--- src/rtl/mem_bus_16b.sv ---
// 16-bit core access sequenced onto an 8-bit external bus as one or two byte phases.
// The low byte goes first at addr and the high byte follows at addr+1.
// Every output is a register. Nothing reaches an output combinationally from an input.
module mem_bus_16b #(
  parameter int unsigned TIMEOUT = 255
) (
  input  logic        clk,
  input  logic        rst_n,
  input  logic        req,
  input  logic        we,
  input  logic        word,
  input  logic [15:0] addr,
  input  logic [15:0] wdata,
  output logic        busy,
  output logic        done,
  output logic        err,
  output logic [15:0] rdata,
  output logic [15:0] bus_addr,
  output logic [7:0]  bus_dout,
  input  logic [7:0]  bus_din,
  output logic        bus_rd,
  output logic        bus_wr,
  input  logic        bus_rdy
);

  typedef enum logic [1:0] {StIdle, StLo, StHi, StDone} state_e;

  localparam logic [7:0] TimeoutW = TIMEOUT[7:0];

  state_e      state_q;
  logic        we_q;
  logic        word_q;
  logic [15:0] addr_q;
  logic [7:0]  wdata_hi_q;
  logic [7:0]  wait_q;
  logic        busy_q;
  logic        done_q;
  logic        err_q;
  logic [15:0] rdata_q;
  logic [15:0] bus_addr_q;
  logic [7:0]  bus_dout_q;
  logic        bus_rd_q;
  logic        bus_wr_q;

  logic [7:0]  wait_d;
  logic        timeout_hit;

  // Wait-counter increment and timeout detection. A limit of zero never fires.
  always_comb begin
    wait_d      = wait_q + 8'd1;
    timeout_hit = (TimeoutW != 8'd0) && (wait_d == TimeoutW);
  end

  // Sequencer: state, captured request and all registered outputs.
  always_ff @(posedge clk) begin
    if (!rst_n) begin
      state_q    <= StIdle;
      we_q       <= 1'b0;
      word_q     <= 1'b0;
      addr_q     <= 16'h0000;
      wdata_hi_q <= 8'h00;
      wait_q     <= 8'h00;
      busy_q     <= 1'b0;
      done_q     <= 1'b0;
      err_q      <= 1'b0;
      rdata_q    <= 16'h0000;
      bus_addr_q <= 16'h0000;
      bus_dout_q <= 8'h00;
      bus_rd_q   <= 1'b0;
      bus_wr_q   <= 1'b0;
    end else begin
      done_q <= 1'b0;
      err_q  <= 1'b0;
      unique case (state_q)
        StIdle: begin
          if (req) begin
            we_q       <= we;
            word_q     <= word;
            addr_q     <= addr;
            wdata_hi_q <= wdata[15:8];
            wait_q     <= 8'h00;
            busy_q     <= 1'b1;
            bus_addr_q <= addr;
            bus_dout_q <= wdata[7:0];
            bus_rd_q   <= ~we;
            bus_wr_q   <= we;
            state_q    <= StLo;
          end
        end
        StLo: begin
          if (bus_rdy) begin
            if (!we_q) begin
              // A byte read zero-extends. A word read leaves the high byte for the HI phase.
              if (word_q) begin
                rdata_q[7:0] <= bus_din;
              end else begin
                rdata_q <= {8'h00, bus_din};
              end
            end
            if (word_q) begin
              wait_q     <= 8'h00;
              bus_addr_q <= addr_q + 16'd1;
              bus_dout_q <= wdata_hi_q;
              state_q    <= StHi;
            end else begin
              done_q   <= 1'b1;
              bus_rd_q <= 1'b0;
              bus_wr_q <= 1'b0;
              state_q  <= StDone;
            end
          end else if (timeout_hit) begin
            done_q   <= 1'b1;
            err_q    <= 1'b1;
            bus_rd_q <= 1'b0;
            bus_wr_q <= 1'b0;
            state_q  <= StDone;
          end else begin
            wait_q <= wait_d;
          end
        end
        StHi: begin
          if (bus_rdy) begin
            if (!we_q) begin
              rdata_q[15:8] <= bus_din;
            end
            done_q   <= 1'b1;
            bus_rd_q <= 1'b0;
            bus_wr_q <= 1'b0;
            state_q  <= StDone;
          end else if (timeout_hit) begin
            done_q   <= 1'b1;
            err_q    <= 1'b1;
            bus_rd_q <= 1'b0;
            bus_wr_q <= 1'b0;
            state_q  <= StDone;
          end else begin
            wait_q <= wait_d;
          end
        end
        StDone: begin
          busy_q  <= 1'b0;
          state_q <= StIdle;
        end
        default: state_q <= StIdle;
      endcase
    end
  end

  // Output drive straight from registers.
  always_comb begin
    busy     = busy_q;
    done     = done_q;
    err      = err_q;
    rdata    = rdata_q;
    bus_addr = bus_addr_q;
    bus_dout = bus_dout_q;
    bus_rd   = bus_rd_q;
    bus_wr   = bus_wr_q;
  end

endmodule

--- config.mk ---
export PLATFORM = sky130hd
export DESIGN_NAME = mem_bus_16b
export DESIGN_NICKNAME = d
export VERILOG_FILES = /design/src/rtl/mem_bus_16b.sv
export SDC_FILE = /design/constraint.sdc
export NUM_CORES = 1
export LEC_CHECK = 0
export ABC_AREA = 1
export BUFFER_PORTS_ARGS = -buffer_cell sky130_fd_sc_hd__buf_2
export CORE_ASPECT_RATIO = 1.5
export CORE_MARGIN = 8
export CORE_UTILIZATION = 45
export CTS_CLUSTER_SIZE = 20
export DETAILED_ROUTE_END_ITERATION = 10
export GPL_TIMING_DRIVEN = 0
export HOLD_SLACK_MARGIN = 0.05
export PLACE_DENSITY_LB_ADDON = 0.2
export SYNTH_ARGS = -nofsm -noshare
export SYNTH_HDL_FRONTEND = slang
export SYNTH_SLANG_ARGS = --single-unit
--- constraint.sdc ---
create_clock -name clk -period 1.91 [get_ports clk]
set_clock_uncertainty 0.1 [all_clocks]
set_input_delay 0.382 -clock clk [delete_from_list [all_inputs] [get_ports clk]]
set_output_delay 0.382 -clock clk [all_outputs]
set_load 0.01 [all_outputs]
==> reports/metrics.csv, run 1 <==
metric,value,unit
die height,126,µm
Top Ports,91,
overall power of the completed layout,5.02,mW
final critical delay including setup and external delays,1.87,ns
maximum level of the CTS H-tree,3,
effective utilization at floorplan,0.455,
last weighted congestion value of the routability-driven placer,0.878,
Detailed Route WL,10.7,mm
1st-pass router iterations,5,
post-detailed-route DRC marker count,0,
result of the run,"finished, final reports clean",
master cell of the clock root buffer,sky130_fd_sc_hd__clkbuf_16,
final setup violation count,0,
final standard cell utilization of the core,0.599,
launching instance or port of the critical path,state_q[0],
hold buffer count at cts,0,
total area of sequential cells,1630,µm²
Mapped Avg Cell Area,7.38,µm²
routed wire length per instance,15.0,µm
number of storage elements in the synthesis netlist,81,
highest attainable clock frequency,536,MHz
worst-skew pair later-pin latency,0.34,ns
All-Layer GR Usage,0.190,
final hold violation count,0,
placed instance count,683,
die area,11200,µm²
critical path cell sequence,inv_4 -> ha_4 -> inv_4 -> or2_4 -> buf_4 -> nand3_2 -> buf_4 -> buf_4 -> a221oi_1 -> nor2_1,
total clock sinks,81,
type of element launching the critical path,flip-flop,
ratio of cells with drive above 1 in the final layout,0.284,
worst slew pin tran,0.576,ns
Row Count,40,
total overflow reported by the global router,0,
post-synthesis cell area,3600,µm²
startpoint of the lowest-slack hold path,wdata[14],
footprint of the multi-input gates,1860,µm²
hpwl dp,7.65,mm
clock-pin slew on the worst setup and hold paths,0.06,ns
Via-to-Cell Ratio,5.19,
wire length of the first global-routing pass,16.7,mm
Core Region,7910,µm²
number of maximum-capacitance violations,0,
number of clock buffers inserted by TritonCTS,9,
maximum VDD drop,0.783,mV
relative slew slack,0.615,
slowest stage cell on the critical path,sky130_fd_sc_hd__dfxtp_4,
crit-path leading delay family,buffers and inverters,
maximum fanout count along the critical path,5,
count of vias placed by the detailed router,3688,
number of nets with antenna violations after routing,0,
fill cell count,772,
area grow syn2layout,31.5,%
number of max-slew violations in the final report,0,
pin count of the biggest net entering global routing,13,
power density cells,1060,nW/µm²
cell area reported after detailed placement,4180,µm²
cell count after synthesis,488,
count of warnings emitted by yosys,0,
setup tns final,0,ns
Synthesized Nets,542,
nets@finish,656,
total leakage power,2.09,nW
class of the tightest hold or removal check,in2reg,
number of global-route vias before repair,3570,
data arrival time of the critical path,1.99,ns
Non-Filler Instances,711,
synth unique cells,32,
count of buffers inserted at the top-level ports,90,
Worst R2R Start,state_q[0],
most frequent CP cell,sky130_fd_sc_hd__buf_4,
Required @ worst endpoint,2.03,ns
sequential element share of the synthesized area,0.450,
crit-path max cell delay,0.39,ns
setup repair after global routing missed its margin,yes,
Crit Path Class,reg2reg,
TritonCTS clock tree,built,
portion of the clock cycle consumed by the worst path in the final layout,0.977,
kind of end point of the critical path,flip-flop,
buffer and inverter count on the worst path,5,
final design instance area without fill,4730,µm²
width of the die,89.0,µm
number of antenna violations at the first check in global routing,0,
initial drt markers,236,
number of diodes,0,
Max Root-Sink Buffers,2,
-- cells in the final DEF (no fill, tap or decap), types with 12 or more instances in the layout --
master                     n
sky130_fd_sc_hd__a31oi_1  12
sky130_fd_sc_hd__nor2_1   59
sky130_fd_sc_hd__buf_2    94
sky130_fd_sc_hd__o21ai_0  53
sky130_fd_sc_hd__nand2_1  88
sky130_fd_sc_hd__buf_4    16
sky130_fd_sc_hd__inv_1    30
sky130_fd_sc_hd__nand3_1  23
sky130_fd_sc_hd__a21oi_1  46
sky130_fd_sc_hd__dfxtp_1  75
-- what timing repair did --
action / 4_1_cts / 5_1_grt
endpoints found under the hold margin: 0 / 0
resized for setup: 15 / 35
cloned: 0 / 0
pin swaps: 2 / 9
endpoints found under the setup margin: 44 / 46
buffers inserted: 6 / 8
-- flip-flops by register name (all words and copies together) (netlist names) --
name and flops:
we_q 1, bus_rd 1, busy 1, wdata_hi_q 8, done 1, state_q 2, bus_dout 8, word_q 1
err 1, wait_q 8, rdata 16, addr_q 16, bus_wr 1, bus_addr 16
-- metrics by stage --
| step | worst slack, ns | hold slack [ns] |
|---|---|---|
| finish | 0.0439 | 0.194 |
| global route | -0.0241 | 0.216 |
| detailed placement | -0.321 | 0.352 |
| floorplan | 0.00466 | 0.351 |
| CTS | 0.00768 | 0.191 |
| global placement | -0.283 | 0.346 |
-- worst min-delay path, delay by kind of cell --
| kind | cells | cell delay (ns) |
|---|---|---|
| AO/OA/AOI/OAI | 1 | 0.07 |
| buffers and inverters | 1 | 0.07 |
| AND/OR/NAND/NOR | 1 | 0.07 |
-- cell type report --
| cell class | instances | area share |
|---|---|---|
| Multi-Input combinational cell | 348 | 0.393 |
| Sequential cell | 81 | 0.345 |
| Timing Repair Buffer | 104 | 0.120 |
| Clock buffer | 12 | 0.0542 |
| Inverter | 37 | 0.0307 |
| Tap cell | 105 | 0.0277 |
| Buffer | 21 | 0.0209 |
| Clock inverter | 3 | 0.00846 |
-- report_power, final --
group	leakage, nW	switching (mW)	internal (mW)
combinational	1.27	0.761	0.484
sequential	0.668	0.135	1.91
clock	0.148	0.657	1.07
-- final timing paths --
check	to	slack [ns]	cells past startpoint
worst max-delay path	bus_addr[4]	0.04	10
worst min-delay path	wdata_hi_q[6]	0.19	3
worst max register to register	bus_addr[4]	0.04	10
worst min register to register	bus_wr	0.36	2
-- cell families after synthesis --
group / count (synthesis) / synth area share
DFF: 81 / 0.450
buffers and inverters: 59 / 0.0636
adders and majority gates: 8 / 0.0278
AOI/OAI and AO/OA: 135 / 0.209
and+or+nand+nor: 199 / 0.235
xor gates and xnor gates: 6 / 0.0146
-- Yosys cell counts, drive strengths merged --
cell	count	area, µm²
clkinv	1	3.75
inv	36	135
nand2	94	365
nor3	7	40.0
a221oi	5	43.8
or2	3	23.8
a22oi	8	60.1
buf	8	37.5
a31oi	12	75.1
xor2	4	35.0
ha	8	100
clkbuf	14	52.6
o21ai	58	290
a21oi	48	252
dfxtp	81	1620
xnor2	2	17.5
nand3	26	140
a211oi	3	22.5
nand3b	2	15.0
o211ai	1	7.51
nor2	66	255
nand4	1	6.26
-- layer usage --
metal / share of wire / vias up / global-route usage
li1: - / 1861 / -
met1: 0.42 / 1718 / 0.221
met2: 0.50 / 97 / 0.312
met3: 0.056 / 12 / 0.0400
met4: 0.019 / 0 / 0.100
met5: 0 / - / 0
Note: power is estimated with default switching activity, not from simulation.
==> run 2: changes to the inputs <==
--- a/config.mk
+++ b/config.mk
@@ -12,9 +12,11 @@
 export CORE_UTILIZATION = 45
 export CTS_CLUSTER_SIZE = 20
 export DETAILED_ROUTE_END_ITERATION = 10
-export GPL_TIMING_DRIVEN = 0
+export GPL_TIMING_DRIVEN = 1
 export HOLD_SLACK_MARGIN = 0.05
 export PLACE_DENSITY_LB_ADDON = 0.2
+export RECOVER_POWER = 25
+export SLEW_MARGIN = 20
 export SYNTH_ARGS = -nofsm -noshare
 export SYNTH_HDL_FRONTEND = slang
 export SYNTH_SLANG_ARGS = --single-unit
==> reports/metrics.csv, run 2 (synthesis results as in run 1) <==
metric,value,unit
TritonCTS clock tree,built,
placed instance count,684,
final design instance area without fill,4720,µm²
count of vias placed by the detailed router,3640,
relative slew slack,0.738,
Row Count,40,
Non-Filler Instances,707,
maximum fanout count along the critical path,7,
final setup violation count,0,
Required @ worst endpoint,2.04,ns
flop-to-flop setup slack,0.09,ns
endpoint of the worst setup timing path,wait_q[3],
die height,126,µm
portion of the clock cycle consumed by the worst path in the final layout,0.953,
Core Region,7910,µm²
post-detailed-route DRC marker count,0,
hpwl dp,7.00,mm
number of max-slew violations in the final report,0,
launching instance or port of the critical path,state_q[0],
worst-skew pair later-pin latency,0.33,ns
setup tns final,0,ns
Worst R2R Start,state_q[0],
"commonest non-fill, non-tap cell in the layout",sky130_fd_sc_hd__nand2_1,
worst slew pin tran,0.393,ns
maximum level of the CTS H-tree,3,
Detailed Route WL,10.0,mm
effective utilization at floorplan,0.455,
hold path cells,3,
class of the tightest hold or removal check,in2reg,
routed wire length per instance,14.2,µm
final critical-path setup slack,0.0893,ns
maximum VDD drop,0.667,mV
number of antenna violations at the first check in global routing,0,
initial drt markers,191,
final hold violation count,0,
1st-pass router iterations,4,
wire length of the first global-routing pass,16.1,mm
number of maximum-capacitance violations,0,
last weighted congestion value of the routability-driven placer,0.849,
ratio of cells with drive above 1 in the final layout,0.243,
All-Layer GR Usage,0.178,
FF-to-FF path depth,9,
Crit Path Class,reg2reg,
count of buffers inserted at the top-level ports,90,
number of global-route vias before repair,3694,
total leakage power,1.98,nW
width of the die,89.0,µm
result of the run,"finished, final reports clean",
total clock sinks,81,
nets@finish,651,
cell area reported after detailed placement,4290,µm²
area grow syn2layout,31.0,%
pin count of the biggest net entering global routing,37,
power density cells,1030,nW/µm²
kind of end point of the critical path,flip-flop,
hold buffer count at cts,0,
total overflow reported by the global router,0,
fill cell count,776,
highest attainable clock frequency,549,MHz
capture instance of the worst register-to-register path,wait_q[3],
pre-CTS setup slack,-0.0248,ns
Max Root-Sink Buffers,2,
Top Ports,91,
Via-to-Cell Ratio,5.15,
most frequent cells in the layout,"87 x sky130_fd_sc_hd__nand2_1, 78 x sky130_fd_sc_hd__dfxtp_1, 60 x sky130_fd_sc_hd__buf_2",
final critical delay including setup and external delays,1.82,ns
data arrival time of the critical path,1.95,ns
die area,11200,µm²
number of diodes,0,
number of nets with antenna violations after routing,0,
master cell of the clock root buffer,sky130_fd_sc_hd__clkbuf_16,
type of element launching the critical path,flip-flop,
clock-pin slew on the worst setup and hold paths,0.06,ns
number of clock buffers inserted by TritonCTS,9,
-- run 2: layout make-up --
| cell class | instances | area (µm²) | area share |
|---|---|---|---|
| Sequential cell | 81 | 1630 | 0.345 |
| Timing Repair Buffer | 120 | 684 | 0.145 |
| Tap cell | 105 | 131 | 0.0279 |
| Clock buffer | 14 | 264 | 0.0560 |
| Inverter | 37 | 139 | 0.0294 |
| Multi-Input combinational cell | 348 | 1860 | 0.394 |
| Clock inverter | 2 | 12.5 | 0.00265 |
-- run 2: power breakdown --
part	internal [mW]	switching (mW)	leakage [nW]
combinational	0.487	0.749	1.18
clock	0.950	0.640	0.133
sequential	1.91	0.125	0.667
-- run 2: worst max-delay path, cell delays in order (launching register included) --
cell	delay (ns)
sky130_fd_sc_hd__dfxtp_4	0.35
sky130_fd_sc_hd__inv_1	0.06
sky130_fd_sc_hd__ha_2	0.19
sky130_fd_sc_hd__inv_2	0.05
sky130_fd_sc_hd__or2_4	0.11
sky130_fd_sc_hd__inv_2	0.03
sky130_fd_sc_hd__or2_4	0.24
sky130_fd_sc_hd__a21oi_4	0.21
sky130_fd_sc_hd__nand2_4	0.13
sky130_fd_sc_hd__a211oi_1	0.26
-- run 2: worst min path at each step --
stage / startpoint / end / slack, ns
finish: wdata[11] / wdata_hi_q[3] / 0.20
global route: wdata[12] / wdata_hi_q[4] / 0.21
CTS: wdata[11] / wdata_hi_q[3] / 0.20
detailed placement: bus_addr[9] / bus_addr[9] / 0.35
global placement: rdata[7] / rdata[7] / 0.35
floorplan: wdata_hi_q[0] / bus_dout[0] / 0.35
-- run 2: per-stage QoR --
stage	hold slack (ns)	total power [mW]	util
2_1_floorplan	0.351	2.74	-
3_3_place_gp	0.348	3.18	0.542
3_5_place_dp	0.355	3.20	0.542
4_1_cts	0.201	4.79	0.578
5_1_grt	0.214	5.13	0.597
6_report	0.202	4.86	0.597
-- run 2: metal layers --
metal | vias to the layer above | global-route usage | part of all wire | routed length [µm]
li1 | 1853 | - | - | -
met1 | 1672 | 0.201 | 0.42 | 4170
met2 | 103 | 0.309 | 0.51 | 5120
met3 | 12 | 0.0400 | 0.056 | 561
met4 | 0 | 0.0689 | 0.015 | 154
met5 | - | 0 | 0 | 0
-- run 2: timing repair --
item | in CTS | in global routing
pin swaps | 0 | 4
cloned | 0 | 1
resized for setup | 2 | 36
setup buffers | 0 | 6
setup endpoints to repair | 8 | 44
==> run 3: changes to the inputs <==
--- a/config.mk
+++ b/config.mk
@@ -7,9 +7,11 @@
 export LEC_CHECK = 0
 export ABC_AREA = 1
 export BUFFER_PORTS_ARGS = -buffer_cell sky130_fd_sc_hd__buf_2
+export CELL_PAD_IN_SITES_DETAIL_PLACEMENT = 0
+export CELL_PAD_IN_SITES_GLOBAL_PLACEMENT = 1
 export CORE_ASPECT_RATIO = 1.5
 export CORE_MARGIN = 8
-export CORE_UTILIZATION = 45
+export CORE_UTILIZATION = 34
 export CTS_CLUSTER_SIZE = 20
 export DETAILED_ROUTE_END_ITERATION = 10
 export GPL_TIMING_DRIVEN = 1
==> reports/metrics.csv, run 3 (synthesis results as in run 1) <==
metric,value,unit
clock-pin slew on the worst setup and hold paths,0.06,ns
setup tns final,0,ns
worst slew pin tran,0.332,ns
number of maximum-capacitance violations,0,
number of global-route vias before repair,3662,
final standard cell utilization of the core,0.466,
FF-to-FF path depth,10,
pin count of the biggest net entering global routing,33,
nets@finish,658,
data arrival time of the critical path,1.93,ns
Required @ worst endpoint,2.03,ns
total leakage power,2.06,nW
Crit Path Class,reg2reg,
Detailed Route WL,11.0,mm
routed wire length per instance,14.6,µm
power density cells,1090,nW/µm²
number of antenna violations at the first check in global routing,0,
number of clock buffers inserted by TritonCTS,9,
type of element launching the critical path,flip-flop,
Core Region,10500,µm²
count of buffers inserted at the top-level ports,90,
tightest hold margin,0.196,ns
Top Ports,91,
last weighted congestion value of the routability-driven placer,0.800,
class of the tightest hold or removal check,in2reg,
wire length of the first global-routing pass,17.6,mm
number of nets with antenna violations after routing,0,
most frequent cells in the layout,"87 x sky130_fd_sc_hd__nand2_1, 76 x sky130_fd_sc_hd__dfxtp_1, 60 x sky130_fd_sc_hd__buf_2",
ratio of cells with drive above 1 in the final layout,0.251,
die area,14200,µm²
part of the total power dissipated in the clock network,0.377,
post-detailed-route DRC marker count,0,
kind of end point of the critical path,flip-flop,
share of power burned in combinational logic,0.240,
final critical delay including setup and external delays,1.81,ns
Hold EP,wdata_hi_q[4],
number of max-slew violations in the final report,0,
count of vias placed by the detailed router,3683,
result of the run,"finished, final reports clean",
fraction of power consumed by sequential logic,0.383,
area grow syn2layout,35.5,%
hold buffer count at cts,0,
total overflow reported by the global router,0,
width of the die,100,µm
relative slew slack,0.777,
flop-to-flop setup slack,0.10,ns
worst-skew pair later-pin latency,0.33,ns
maximum level of the CTS H-tree,3,
cell-internal power,3.72,mW
highest attainable clock frequency,553,MHz
Worst R2R Start,state_q[0],
TritonCTS clock tree,built,
All-Layer GR Usage,0.154,
master cell of the clock root buffer,sky130_fd_sc_hd__clkbuf_16,
total clock sinks,81,
overall power of the completed layout,5.30,mW
Via-to-Cell Ratio,4.89,
Row Count,46,
effective utilization at floorplan,0.344,
hold path cells,3,
die height,142,µm
number of diodes,0,
fill cell count,1118,
portion of the clock cycle consumed by the worst path in the final layout,0.947,
maximum VDD drop,0.643,mV
hpwl dp,7.89,mm
capture instance of the worst register-to-register path,wait_q[5],
"commonest non-fill, non-tap cell in the layout",sky130_fd_sc_hd__nand2_1,
total area of sequential cells,1630,µm²
1st-pass router iterations,4,
final critical-path setup slack,0.101,ns
pre-CTS setup slack,-0.0848,ns
footprint of the multi-input gates,1860,µm²
Max Root-Sink Buffers,2,
startpoint of the lowest-slack hold path,wdata[12],
final setup violation count,0,
final hold violation count,0,
initial drt markers,167,
maximum fanout count along the critical path,6,
setup repair after global routing missed its margin,yes,
Switching Power,1.58,mW
sw frac,0.298,
## run 3: final cells by class
| class | count | area share |
|---|---|---|
| clock buffers | 11 | 0.0498 |
| clock inverters | 5 | 0.0210 |
| inverters | 37 | 0.0285 |
| multi-input cells | 348 | 0.381 |
| flip-flops and latches | 81 | 0.334 |
| well taps | 144 | 0.0369 |
| repair buffers | 127 | 0.148 |
## run 3: worst max-delay path, stage by stage (launching register included)
cell,delay [ns]
sky130_fd_sc_hd__dfxtp_4,0.35
sky130_fd_sc_hd__inv_1,0.05
sky130_fd_sc_hd__ha_2,0.19
sky130_fd_sc_hd__inv_2,0.05
sky130_fd_sc_hd__or2_4,0.11
sky130_fd_sc_hd__inv_2,0.03
sky130_fd_sc_hd__or2_4,0.23
sky130_fd_sc_hd__a21oi_4,0.23
sky130_fd_sc_hd__buf_4,0.17
sky130_fd_sc_hd__buf_4,0.13
sky130_fd_sc_hd__a221oi_2,0.05
## run 3: per-stage QoR
step	std cells	area (µm²)
finish	753	4880
global route	753	4880
CTS	748	4740
detailed placement	731	4390
global placement	731	4390
floorplan	488	3600
## run 3: how the worst max path moves through the flow
stage	slack [ns]	start	cells after the start	end
floorplan	0.005	state_q[0]	10	wait_q[4]
global placement	-0.005	state_q[0]	10	wait_q[7]
detailed placement	-0.08	state_q[0]	10	wait_q[6]
CTS	0.005	state_q[0]	9	wait_q[6]
global route	-0.01	state_q[0]	7	bus_addr[1]
finish	0.10	state_q[0]	10	wait_q[5]
## run 3: metal layers
| metal | track usage | wire, µm |
|---|---|---|
| met4 | 0.0520 | 129 |
| met1 | 0.169 | 4700 |
| met3 | 0.0495 | 664 |
| met5 | 0 | 0 |
| met2 | 0.270 | 5460 |
## run 3: power groups by stage
stage	Combinational [mW]	Clock, mW	Sequential (mW)
final	1.27	2.00	2.03
after global routing	1.42	2.11	2.06
after CTS	1.21	2.05	2.02
after detailed placement	1.19	0	2.06
after global placement	1.18	0	2.05
after floorplan	0.630	0	2.11
## run 3: repair_timing
| item | in CTS | in global routing |
|---|---|---|
| gates cloned | 0 | 1 |
| endpoints found under the setup margin | 8 | 37 |
| gates resized for setup | 1 | 36 |
| buffers inserted | 1 | 4 |
| pin swaps | 0 | 11 |
